$ cat src/rtl/fb_pkg.sv
// Shared types and defaults for the pixel framebuffer writer:
// frame geometry, FSM state encoding and the buffered pixel record.
package fb_pkg;

    localparam int FB_H_RES  = 320;
    localparam int FB_V_RES  = 180;
    localparam int FB_ADDR_W = 16;

    typedef enum logic [0:0] {
        IDLE  = 1'b0,
        CLEAR = 1'b1
    } fb_state_t;

    typedef struct packed {
        logic [FB_ADDR_W-1:0] addr;
        logic [11:0]          rgb12;
    } fb_pixel_t;

    function automatic logic [11:0] pack_rgb(input logic [3:0] r, input logic [3:0] g, input logic [3:0] b);
        return {r, g, b};
    endfunction

endpackage

$ cat src/rtl/pixel_frame_writer_if.sv
// Pixel stream in / framebuffer write port out, plus status, as one bundle.
// The master side is the pixel source and BRAM/status observer; the slave is the writer.
interface pixel_frame_writer_if
    import fb_pkg::*;
#(
    parameter int ADDR_W = FB_ADDR_W
) ();
    logic [10:0]       x_in;
    logic [10:0]       y_in;
    logic [3:0]        r_in;
    logic [3:0]        g_in;
    logic [3:0]        b_in;
    logic              rgb_valid_in;
    logic              clear_start_in;
    logic [ADDR_W-1:0] fb_addr_out;
    logic [11:0]       fb_data_out;
    logic              fb_we_out;
    logic              busy_out;
    logic              frame_done_out;
    logic [ADDR_W-1:0] pixel_count_out;
    logic              overflow_out;
    logic              oob_out;

    modport master (
        output x_in, y_in, r_in, g_in, b_in, rgb_valid_in, clear_start_in,
        input  fb_addr_out, fb_data_out, fb_we_out, busy_out, frame_done_out,
               pixel_count_out, overflow_out, oob_out
    );

    modport slave (
        input  x_in, y_in, r_in, g_in, b_in, rgb_valid_in, clear_start_in,
        output fb_addr_out, fb_data_out, fb_we_out, busy_out, frame_done_out,
               pixel_count_out, overflow_out, oob_out
    );
endinterface

$ cat src/rtl/pixel_frame_writer_fifo.sv
// Synchronous FIFO of fb_pixel_t with a registered read-data output.
// A push into a full FIFO is accepted when a pop happens in the same cycle.
module pixel_fifo
    import fb_pkg::*;
#(
    parameter int DEPTH = 8
) (
    input  logic      clk_in,
    input  logic      rst_in,
    input  logic      push,
    input  fb_pixel_t wr_data,
    input  logic      pop,
    output fb_pixel_t rd_data,
    output logic      full,
    output logic      empty
);
    localparam int PTR_W = (DEPTH > 1) ? $clog2(DEPTH) : 1;
    localparam int CNT_W = PTR_W + 1;

    fb_pixel_t        mem_r [DEPTH];
    fb_pixel_t        rd_data_r;
    logic [PTR_W-1:0] wr_ptr_r;
    logic [PTR_W-1:0] rd_ptr_r;
    logic [CNT_W-1:0] cnt_r;
    logic             do_push_s;
    logic             do_pop_s;

    // Qualify requests against occupancy.
    always_comb begin
        do_pop_s  = pop && (cnt_r != CNT_W'(0));
        do_push_s = push && ((cnt_r != CNT_W'(DEPTH)) || do_pop_s);
    end

    // Storage array; contents need no reset because occupancy gates every read.
    always_ff @(posedge clk_in) begin
        if (do_push_s) begin
            mem_r[wr_ptr_r] <= wr_data;
        end
    end

    // Pointers, occupancy and the read-data register.
    always_ff @(posedge clk_in) begin
        if (rst_in) begin
            wr_ptr_r  <= PTR_W'(0);
            rd_ptr_r  <= PTR_W'(0);
            cnt_r     <= CNT_W'(0);
            rd_data_r <= '{addr: FB_ADDR_W'(0), rgb12: 12'h000};
        end else begin
            if (do_push_s) begin
                wr_ptr_r <= wr_ptr_r + PTR_W'(1);
            end
            if (do_pop_s) begin
                rd_data_r <= mem_r[rd_ptr_r];
                rd_ptr_r  <= rd_ptr_r + PTR_W'(1);
            end
            case ({do_push_s, do_pop_s})
                2'b10:   cnt_r <= cnt_r + CNT_W'(1);
                2'b01:   cnt_r <= cnt_r - CNT_W'(1);
                default: cnt_r <= cnt_r;
            endcase
        end
    end

    assign rd_data = rd_data_r;
    assign full    = (cnt_r == CNT_W'(DEPTH));
    assign empty   = (cnt_r == CNT_W'(0));

endmodule

$ cat src/rtl/pixel_frame_writer.sv
// Writes the non-stallable pixel stream into the framebuffer through a small FIFO,
// counts frames, flags drops/out-of-range pixels and sweeps a background clear on request.
module pixel_frame_writer
    import fb_pkg::*;
#(
    parameter int          H_RES      = FB_H_RES,
    parameter int          V_RES      = FB_V_RES,
    parameter int          ADDR_W     = FB_ADDR_W,
    parameter int          FIFO_DEPTH = 8,
    parameter logic [11:0] BG_COLOR   = 12'h000
) (
    input  logic                 clk_in,
    input  logic                 rst_in,
    pixel_frame_writer_if.slave  bus
);
    localparam logic [ADDR_W-1:0] LAST_ADDR = ADDR_W'(H_RES * V_RES - 1);
    localparam logic [10:0]       H_LIM     = 11'(H_RES);
    localparam logic [10:0]       V_LIM     = 11'(V_RES);

    fb_state_t         state_r, next_state_s;
    logic              a_valid_r;
    fb_pixel_t         a_pix_r;
    logic              in_range_s;
    logic [ADDR_W-1:0] addr_s;
    fb_pixel_t         fifo_rd_s;
    logic              full_s, empty_s;
    logic              pop_s, clr_go_s;
    logic [ADDR_W-1:0] clr_cnt_r, pix_cnt_r;
    logic              fb_we_r, clr_act_r, frame_done_r, overflow_r, oob_r;

    // Range check and constant-coefficient address multiply.
    always_comb begin
        in_range_s = (bus.x_in < H_LIM) && (bus.y_in < V_LIM);
        addr_s     = ADDR_W'(bus.y_in) * ADDR_W'(H_RES) + ADDR_W'(bus.x_in);
    end

    // Stage A register: accepted pixel record and sticky out-of-range flag.
    always_ff @(posedge clk_in) begin
        if (rst_in) begin
            a_valid_r <= 1'b0;
            a_pix_r   <= '{addr: FB_ADDR_W'(0), rgb12: 12'h000};
            oob_r     <= 1'b0;
        end else begin
            a_valid_r <= bus.rgb_valid_in && in_range_s;
            if (bus.rgb_valid_in && in_range_s) begin
                a_pix_r <= '{addr: FB_ADDR_W'(addr_s), rgb12: pack_rgb(bus.r_in, bus.g_in, bus.b_in)};
            end
            if (bus.rgb_valid_in && !in_range_s) begin
                oob_r <= 1'b1;
            end
        end
    end

    pixel_fifo #(.DEPTH(FIFO_DEPTH)) u_fifo (
        .clk_in  (clk_in),
        .rst_in  (rst_in),
        .push    (a_valid_r),
        .wr_data (a_pix_r),
        .pop     (pop_s),
        .rd_data (fifo_rd_s),
        .full    (full_s),
        .empty   (empty_s)
    );

    // FSM state register.
    always_ff @(posedge clk_in) begin
        if (rst_in) begin
            state_r <= IDLE;
        end else begin
            state_r <= next_state_s;
        end
    end

    // FSM next state; a clear request during a sweep does not restart it.
    always_comb begin
        next_state_s = state_r;
        case (state_r)
            IDLE:    next_state_s = bus.clear_start_in ? CLEAR : IDLE;
            CLEAR:   next_state_s = (clr_cnt_r == LAST_ADDR) ? IDLE : CLEAR;
            default: next_state_s = IDLE;
        endcase
    end

    // FSM outputs; the FIFO is drained only while idle and not starting a clear.
    always_comb begin
        pop_s    = 1'b0;
        clr_go_s = 1'b0;
        case (state_r)
            IDLE: begin
                clr_go_s = bus.clear_start_in;
                pop_s    = !bus.clear_start_in && !empty_s;
            end
            CLEAR: begin
                clr_go_s = 1'b0;
                pop_s    = 1'b0;
            end
            default: begin
                clr_go_s = 1'b0;
                pop_s    = 1'b0;
            end
        endcase
    end

    // Write strobe, clear sweep address, frame counter and drop flag.
    always_ff @(posedge clk_in) begin
        if (rst_in) begin
            fb_we_r      <= 1'b0;
            clr_act_r    <= 1'b0;
            frame_done_r <= 1'b0;
            clr_cnt_r    <= ADDR_W'(0);
            pix_cnt_r    <= ADDR_W'(0);
            overflow_r   <= 1'b0;
        end else begin
            fb_we_r      <= pop_s || (next_state_s == CLEAR);
            clr_act_r    <= (next_state_s == CLEAR);
            frame_done_r <= pop_s && (pix_cnt_r == LAST_ADDR);
            if (clr_go_s) begin
                clr_cnt_r <= ADDR_W'(0);
            end else if ((state_r == CLEAR) && (clr_cnt_r != LAST_ADDR)) begin
                clr_cnt_r <= clr_cnt_r + ADDR_W'(1);
            end
            if (clr_go_s) begin
                pix_cnt_r <= ADDR_W'(0);
            end else if (pop_s) begin
                pix_cnt_r <= (pix_cnt_r == LAST_ADDR) ? ADDR_W'(0) : pix_cnt_r + ADDR_W'(1);
            end
            if (a_valid_r && full_s && !pop_s) begin
                overflow_r <= 1'b1;
            end
        end
    end

    // Output selection is driven only by registers, so the outputs never see input paths.
    assign bus.fb_we_out       = fb_we_r;
    assign bus.fb_addr_out     = clr_act_r ? clr_cnt_r : ADDR_W'(fifo_rd_s.addr);
    assign bus.fb_data_out     = clr_act_r ? BG_COLOR : fifo_rd_s.rgb12;
    assign bus.busy_out        = clr_act_r;
    assign bus.frame_done_out  = frame_done_r;
    assign bus.pixel_count_out = pix_cnt_r;
    assign bus.overflow_out    = overflow_r;
    assign bus.oob_out         = oob_r;

endmodule

$ cat src/flat_wrapper.sv
// flat-port wrapper written by rule: the top's interface ports become plain ports
module pixel_frame_writer_flat import fb_pkg::*;
#(
    parameter int          H_RES      = FB_H_RES,
    parameter int          V_RES      = FB_V_RES,
    parameter int          ADDR_W     = FB_ADDR_W,
    parameter int          FIFO_DEPTH = 8,
    parameter logic [11:0] BG_COLOR   = 12'h000
)
  (clk_in, rst_in, bus_x_in, bus_y_in, bus_r_in, bus_g_in, bus_b_in, bus_rgb_valid_in, bus_clear_start_in, bus_fb_addr_out, bus_fb_data_out, bus_fb_we_out, bus_busy_out, bus_frame_done_out, bus_pixel_count_out, bus_overflow_out, bus_oob_out);
  pixel_frame_writer_if #(.ADDR_W(ADDR_W)) bus_i ();
  input  logic clk_in;
  input  logic rst_in;
  input wire logic [$bits(bus_i.x_in)-1:0] bus_x_in;
  input wire logic [$bits(bus_i.y_in)-1:0] bus_y_in;
  input wire logic [$bits(bus_i.r_in)-1:0] bus_r_in;
  input wire logic [$bits(bus_i.g_in)-1:0] bus_g_in;
  input wire logic [$bits(bus_i.b_in)-1:0] bus_b_in;
  input wire logic [$bits(bus_i.rgb_valid_in)-1:0] bus_rgb_valid_in;
  input wire logic [$bits(bus_i.clear_start_in)-1:0] bus_clear_start_in;
  output wire logic [$bits(bus_i.fb_addr_out)-1:0] bus_fb_addr_out;
  output wire logic [$bits(bus_i.fb_data_out)-1:0] bus_fb_data_out;
  output wire logic [$bits(bus_i.fb_we_out)-1:0] bus_fb_we_out;
  output wire logic [$bits(bus_i.busy_out)-1:0] bus_busy_out;
  output wire logic [$bits(bus_i.frame_done_out)-1:0] bus_frame_done_out;
  output wire logic [$bits(bus_i.pixel_count_out)-1:0] bus_pixel_count_out;
  output wire logic [$bits(bus_i.overflow_out)-1:0] bus_overflow_out;
  output wire logic [$bits(bus_i.oob_out)-1:0] bus_oob_out;
  assign bus_i.x_in = bus_x_in;
  assign bus_i.y_in = bus_y_in;
  assign bus_i.r_in = bus_r_in;
  assign bus_i.g_in = bus_g_in;
  assign bus_i.b_in = bus_b_in;
  assign bus_i.rgb_valid_in = bus_rgb_valid_in;
  assign bus_i.clear_start_in = bus_clear_start_in;
  assign bus_fb_addr_out = bus_i.fb_addr_out;
  assign bus_fb_data_out = bus_i.fb_data_out;
  assign bus_fb_we_out = bus_i.fb_we_out;
  assign bus_busy_out = bus_i.busy_out;
  assign bus_frame_done_out = bus_i.frame_done_out;
  assign bus_pixel_count_out = bus_i.pixel_count_out;
  assign bus_overflow_out = bus_i.overflow_out;
  assign bus_oob_out = bus_i.oob_out;
  pixel_frame_writer #(.H_RES(H_RES), .V_RES(V_RES), .ADDR_W(ADDR_W), .FIFO_DEPTH(FIFO_DEPTH), .BG_COLOR(BG_COLOR)) u_core (.clk_in(clk_in), .rst_in(rst_in), .bus(bus_i));
endmodule
$ cat config.mk
export PLATFORM = sky130hd
export DESIGN_NAME = pixel_frame_writer_flat
export DESIGN_NICKNAME = d
export VERILOG_FILES = /design/src/rtl/fb_pkg.sv /design/src/rtl/pixel_frame_writer_if.sv /design/src/rtl/pixel_frame_writer_fifo.sv /design/src/rtl/pixel_frame_writer.sv /design/src/flat_wrapper.sv
export SDC_FILE = /design/constraint.sdc
export NUM_CORES = 1
export LEC_CHECK = 0
export CAP_MARGIN = 20
export CORE_ASPECT_RATIO = 1.4
export CORE_MARGIN = 2
export CORE_UTILIZATION = 30
export CTS_CLUSTER_DIAMETER = 60
export DETAILED_ROUTE_END_ITERATION = 10
export GPL_ROUTABILITY_DRIVEN = 0
export GPL_TIMING_DRIVEN = 0
export PLACE_DENSITY = 0.49
export SYNTH_ARGS = -nofsm -noshare
export SYNTH_HDL_FRONTEND = slang
export SYNTH_SLANG_ARGS = --single-unit
$ cat constraint.sdc
create_clock -name clk_in -period 8.2 [get_ports clk_in]
set_input_delay 2.46 -clock clk_in [delete_from_list [all_inputs] [get_ports clk_in]]
set_output_delay 2.46 -clock clk_in [all_outputs]
set_load 0.01 [all_outputs]
; ---- Yosys cells after proc, flatten, opt, wreduce, memory -nomap -nowiden
; Memory sizes are Yosys's and may differ from the RTL's. A register that Yosys moved wholly into a read port is not among the register bits.
; Cells that the tools add are included.
[word_totals]
reg_bits = 76
ramBits = 224
inputBits = 38
output_inout_bits = 49
wordCells = 63
n_memories = 1
[mem_list]
columns = memory, depth, width, rd, rd_ports_with_merged_regs, wr, line
row1 = u_core.u_fifo.mem_r, 8, 28, 1, 1, 1, pixel_frame_writer_fifo.sv:20  ; fb_pixel_t mem_r [DEPTH];
[op_classes]
add_sub_neg = 7
n_mul = 1
magnitude_cmp = 2
n_eq_ne = 7
muxes = 11
bitwise = 1
n_reduce_logical = 20
[ops]
columns = cell, count
row1 = $add A16 B1 Y16 const B, 2
row2 = $eq A16 B16 Y1 const B, 2
row3 = $mux W16, 2
row4 = $add A16 B11 Y16, 1
row5 = $ne A16 B16 Y1 const B, 1
row6 = $mux W12, 1
row7 = $lt A11 B8 Y1 const B, 1
row8 = $lt A11 B9 Y1 const B, 1
row9 = $mul A11 B3 Y10 const B, 1
row10 = $logic_and A1 B1 Y1, 10
row11 = $pmux W4 S2, 1
row12 = $add A3 B1 Y3 const B, 2
row13 = $pmux W1 S2, 3
row14 = $add A4 B1 Y4 const B, 1
row15 = $eq A4 B4 Y1 const B, 1
row16 = $logic_not A1 Y1, 4
row17 = $logic_not A4 Y1, 1
row18 = $mux W1, 4
row19 = $ne A4 B4 Y1 const B, 1
row20 = $reduce_bool A4 Y1, 1
row21 = $sub A4 B1 Y4 const B, 1
row22 = $eq A2 B1 Y1 const B, 1
row23 = $eq A2 B2 Y1 const B, 1
row24 = $logic_or A1 B1 Y1, 2
row25 = 3 further kinds, 3

; ---- Depth between registers and ports, before layout
[logic_depth]
word_depth = 9
mapped_depth = 11
ltp_nobuf = 10

; ---- Modules after synthesis
; A second synthesis with hierarchy kept.
[hier_totals]
cells_unflattened = 912
area_unflattened_um2 = 13355.3
[by_module_without_submodules]
columns = module, n_inst, cells_each, area_each_um2, seq_area_each_um2
row1 = pixel_fifo, 1, 500, 9854.5, 7487.2
row2 = pixel_frame_writer, 1, 412, 3500.9, 1321.3

; ---- Least setup slack after synthesis
; Ideal clock, no wire load.
[synth_timing]
kind = input to register
startpoint = input port bus_clear_start_in
endpoint = memory u_core.u_fifo.mem_r[0][0] in the netlist's numbering (enable)
setup_time_ns = 0.448
arrival_time_ns = 5.214
required_ns = 7.752
setup_slack_ns = 2.538
stages = 4
path_buffers = 0
path_cell_list = or2_2 -> a31oi_1 -> nand2b_1 -> nor3_1
[synth_via]
elab_chain_cells = 8
[synth_rtl]
columns = item, line
row1 = from (decl), flat_wrapper.sv:20  ; input wire logic [$bits(bus_i.clear_start_in)-1:0] bus_clear_start_in;
row2 = $logic_not A1 Y1, pixel_frame_writer.sv:91  ; pop_s = !bus.clear_start_in && !empty_s;
row3 = $logic_and A1 B1 Y1, pixel_frame_writer.sv:91
row4 = $pmux W1 S2, pixel_frame_writer.sv:88  ; case (state_r)
row5 = $logic_and A1 B1 Y1, pixel_frame_writer_fifo.sv:30  ; do_pop_s = pop && (cnt_r != CNT_W'(0));
row6 = $logic_or A1 B1 Y1, pixel_frame_writer_fifo.sv:31  ; do_push_s = push && ((cnt_r != CNT_W'(DEPTH)) || do_pop_s);
row7 = $logic_and A1 B1 Y1, pixel_frame_writer_fifo.sv:31
row8 = $mux W1, pixel_frame_writer_fifo.sv:36  ; if (do_push_s) begin
row9 = $mux W1 (implied by the code), pixel_frame_writer_fifo.sv:37  ; mem_r[wr_ptr_r] <= wr_data;
row10 = to (decl), pixel_frame_writer_fifo.sv:20
; Every way passes these cells.

; ---- Worst setup path in the final report
[layout_timing]
startpoint = register u_core.clr_act_r (netlist: u_core.bus.busy_out)
endpoint = output port bus_fb_addr_out[11]
[layout_via]
elab_chain_cells = 1
[layout_rtl]
columns = item, line
row1 = from (decl), pixel_frame_writer.sv:29  ; logic fb_we_r, clr_act_r, frame_done_r, overflow_r, oob_r;
row2 = from (signal assigned), pixel_frame_writer.sv:115  ; clr_act_r <= (next_state_s == CLEAR);
row3 = $mux W16, pixel_frame_writer.sv:135  ; assign bus.fb_addr_out = clr_act_r ? clr_cnt_r : ADDR_W'(fifo_rd_s.addr);
row4 = to (decl), flat_wrapper.sv:21  ; output wire logic [$bits(bus_i.fb_addr_out)-1:0] bus_fb_addr_out;
; Every way passes these cells.

==> results.cfg <==
[run]
maxCapViolations = 0

[synth]
synthCells = 905
synth_edf_count = 224
seq_area_frac_synth_pct = 65.7
synth_seq_cells = 328
syn-num-nets = 971
asyncSetResetFlopFracSynth_pct = 0
synth_warnings = 0
avgSynthCellArea_sq_um = 14.8
synthFlopType = sky130_fd_sc_hd__edfxtp_1
unique_cell_type_count_in_the_yosys_netlist = 59
syn-cell-area_sq_um = 13400

[drt]
drt_drc_violations_left = 0
wire_per_inst_um = 20.0
detail_route.vias_per_cell = 4.82
first_pass_iters = 4
drt.antenna.violating_nets = 0
drt-total-wl_um = 32500
drt-initial-drc-count = 392
route.vias.total = 7833

[cells_and_area]
area.growth.synth_to_final_pct = 22.1
final_area_sq_um = 16400
design.final.nets = 1106
insertedDiodeCount = 0
num-fill-cells = 4141
multiInputGateArea_sq_um = 4420
final_layout_size_suffix_gt1_share_pct = 16.2
seqCellArea_sq_um = 8810
final_cells = 1624

[sta]
finalHoldViolCount = 0
post-route-min-period_ps = 5800
final.hold.worst_slack_ps = 487
tightest_slew_ps = 952
rsz0062_at_grt = no
period_share_pct = 70.7
achievable-frequency_mhz = 172
setup_violation_total_in_the_final_timing_report = 0
timing.max_slew.rel_slack_pct = 36.5
timing.clock.skew_ps = 20.5
final-max-slew-violation-count = 0

[critical_path]
cp-start-kind = flip-flop
critPathCaptureType = output pin
path_cells = clkbuf_1 -> buf_1 -> mux2_2 -> clkdlybuf4s50_1
path_max_fanout = 10
worstSetupPathType = reg -> out
regToRegSetupSlack_ps = 4780
timing.critical_path.required_ps = 5740
arrival_ps = 3340
slowest_stage = sky130_fd_sc_hd__buf_1
cpPeakStageDelay_ps = 750

[pwr]
max-vdd-ir-drop_mv = 0.130
p_sw_uw = 744
cellLeakagePower_nw = 5.15
intPower_mw = 2.72
power.sequential.fraction_pct = 50.6
cellPowerDensity_nw_per_um2 = 212
power.share.switching_pct = 21.5
power.share.combinational_pct = 4.0
pwr-share-clk_pct = 45.4

[cts]
sink_count = 328
cts-root-buf = sky130_fd_sc_hd__clkbuf_16
clk_pin_slew_ps = 60
hold_buffers = 0
cts.repair.resized = 0
clock_insertion_delay_worst_skew_ps = 530
cts-buffers-inserted = 35
htree_num_levels = 2
postCtsSetupBuffers = 0
clock_tree.buffer_depth = 3
tritoncts = yes

[die]
die_width_um = 183
die-height_um = 254
placement_rows = 91
initial_utilization_pct = 30.4
die_area_sq_um = 46400
core_ar_sq_um = 44100
i_o_pins = 87

[placement]
dpl-instance-area_sq_um = 15200
placedCellCount = 1561
dp_hpwl_um = 22300
placement.io_buffers = 86

[grt]
largest_net_degree_at_the_start_of_global_routing = 23
grt_first_pass_wirelength_um = 49200
grt-ovfl-total = 0
gr-usage-all-layers_pct = 14.2
grt_pass1_vias = 8137
antenna_found_initial = 0

[worst_hold_path]
worstHoldPathType = reg -> reg

[run_status]
outcome = finished clean
==> power by group through the flow <==
stage	Clock, mW	Sequential, mW	Combinational, mW
detailed placement	0	1.79	0.139
floorplan	0	1.79	0.0857
finish	1.58	1.75	0.137
CTS	1.62	1.75	0.140
global route	1.67	1.75	0.153
global placement	0	1.79	0.139
==> cell usage after synthesis (5+ instances only) <==
master | number | area (sq um)
sky130_fd_sc_hd__edfxtp_1 | 224 | 6730
sky130_fd_sc_hd__dfxtp_1 | 104 | 2080
sky130_fd_sc_hd__nor2_1 | 80 | 300
sky130_fd_sc_hd__nand2_1 | 67 | 251
sky130_fd_sc_hd__mux4_2 | 56 | 1260
sky130_fd_sc_hd__a21oi_1 | 45 | 225
sky130_fd_sc_hd__a211oi_1 | 32 | 240
sky130_fd_sc_hd__mux2i_1 | 29 | 290
sky130_fd_sc_hd__clkbuf_1 | 28 | 105
sky130_fd_sc_hd__ha_1 | 25 | 313
sky130_fd_sc_hd__xnor2_1 | 19 | 166
sky130_fd_sc_hd__nor2b_1 | 18 | 113
sky130_fd_sc_hd__xor2_1 | 18 | 158
sky130_fd_sc_hd__mux2_2 | 16 | 180
sky130_fd_sc_hd__inv_1 | 13 | 48.8
sky130_fd_sc_hd__nand3_1 | 12 | 60.1
sky130_fd_sc_hd__o21ai_0 | 11 | 55.1
sky130_fd_sc_hd__nand4_1 | 10 | 62.6
sky130_fd_sc_hd__buf_2 | 9 | 45.0
sky130_fd_sc_hd__nor3_1 | 9 | 45.0
sky130_fd_sc_hd__and3_1 | 7 | 43.8
sky130_fd_sc_hd__or3_1 | 5 | 31.3
==> critical path: cells and delay by family (launching register included) <==
kind,cells,cell delay (ps)
buffers and inverters,3,1840
DFF,1,550
muxes,1,430
==> flip-flops by register name, summed over array words and instances, names as in the netlist <==
register,cells
u_core.u_fifo.cnt_r,4
u_core.a_pix_r,28
u_core.clr_cnt_r,16
u_core.bus.oob_out,1
u_core.u_fifo.wr_ptr_r,3
u_core.bus.fb_we_out,1
u_core.bus.frame_done_out,1
u_core.u_fifo.rd_data,28
u_core.bus.busy_out,1
u_core.u_fifo.rd_ptr_r,3
u_core.bus.overflow_out,1
u_core.a_valid_r,1
u_core.bus.pixel_count_out,16
u_core.u_fifo.mem_r,224
==> cells by family (layout without fill, tap and decap cells) <==
kind of cell,after synthesis,in the layout,synth area share (%)
AOI/OAI and AO/OA,114,114,5.84
xor gates and xnor gates,37,37,2.42
adders and majority gates,28,28,2.78
buffers and inverters,57,218,1.74
DFF,328,328,65.7
muxes,101,101,12.9
and+or+nand+nor,240,240,8.62
==> stage by stage <==
stage | utilization, % | total power [mW] | setup slack [ps] | TNS [ps]
2_1_floorplan | - | 1.87 | 2540 | 0
3_3_place_gp | 34.0 | 1.93 | -415 | -21470
3_5_place_dp | 34.6 | 1.93 | 2280 | 0
4_1_cts | 37.2 | 3.51 | 2210 | 0
5_1_grt | 37.2 | 3.58 | 2250 | 0
6_report | 37.2 | 3.47 | 2400 | 0
==> layout by cell type, fill, tap and decap left out, types with 4 or more instances in the layout <==
cell	instances
sky130_fd_sc_hd__nand3_1	12
sky130_fd_sc_hd__nor3_1	7
sky130_fd_sc_hd__clkdlybuf4s50_1	86
sky130_fd_sc_hd__or3_1	5
sky130_fd_sc_hd__xor2_1	18
sky130_fd_sc_hd__buf_6	6
sky130_fd_sc_hd__xnor2_1	19
sky130_fd_sc_hd__clkbuf_16	36
sky130_fd_sc_hd__a21o_1	4
sky130_fd_sc_hd__edfxtp_1	224
sky130_fd_sc_hd__clkinv_2	4
sky130_fd_sc_hd__nand4_1	10
sky130_fd_sc_hd__dfxtp_1	104
sky130_fd_sc_hd__mux4_2	56
sky130_fd_sc_hd__nor2b_1	18
sky130_fd_sc_hd__clkinvlp_4	6
sky130_fd_sc_hd__a211oi_1	32
sky130_fd_sc_hd__nand2b_1	4
sky130_fd_sc_hd__and3_1	7
sky130_fd_sc_hd__a21oi_1	45
sky130_fd_sc_hd__mux2i_1	29
sky130_fd_sc_hd__mux2_2	16
sky130_fd_sc_hd__nor2_4	6
sky130_fd_sc_hd__clkbuf_1	34
sky130_fd_sc_hd__buf_1	4
sky130_fd_sc_hd__nor2_1	74
sky130_fd_sc_hd__inv_1	13
sky130_fd_sc_hd__o21ai_0	11
sky130_fd_sc_hd__and4_1	4
sky130_fd_sc_hd__or4_1	4
sky130_fd_sc_hd__nand2_1	67
sky130_fd_sc_hd__ha_1	25
sky130_fd_sc_hd__buf_12	4
sky130_fd_sc_hd__buf_2	9
==> path summary, 6_finish.rpt <==
| kind | from | depth (start not counted) | end |
|---|---|---|---|
| max reg2reg | u_core.u_fifo.cnt_r[0]$_SDFFE_PP0P_ | 11 | u_core.u_fifo.cnt_r[3]$_SDFFE_PP0P_ |
| min | u_core.bus.oob_out$_SDFFE_PP0P_ | 2 | u_core.bus.oob_out$_SDFFE_PP0P_ |
| max | u_core.bus.busy_out$_SDFF_PP0_ | 4 | bus_fb_addr_out[11] |
| min reg2reg | u_core.bus.oob_out$_SDFFE_PP0P_ | 2 | u_core.bus.oob_out$_SDFFE_PP0P_ |
==> area by class of cell <==
| class | count | share of cell area (%) |
|---|---|---|
| timing repair buffer | 98 | 6.50 |
| buffer | 43 | 1.10 |
| tap | 558 | 4.26 |
| clock inverter | 17 | 1.06 |
| sequential | 328 | 53.8 |
| inverter | 14 | 0.321 |
| multi-input combinational | 520 | 27.0 |
| clock buffer | 46 | 5.94 |
==> layer usage <==
layer	GRT usage [%]	share of wire, %
met5	0	0
met4	4.31	2.3
met3	2.04	3.6
met2	25.9	51
met1	17.4	43
Power figures use the tool's default switching activity.
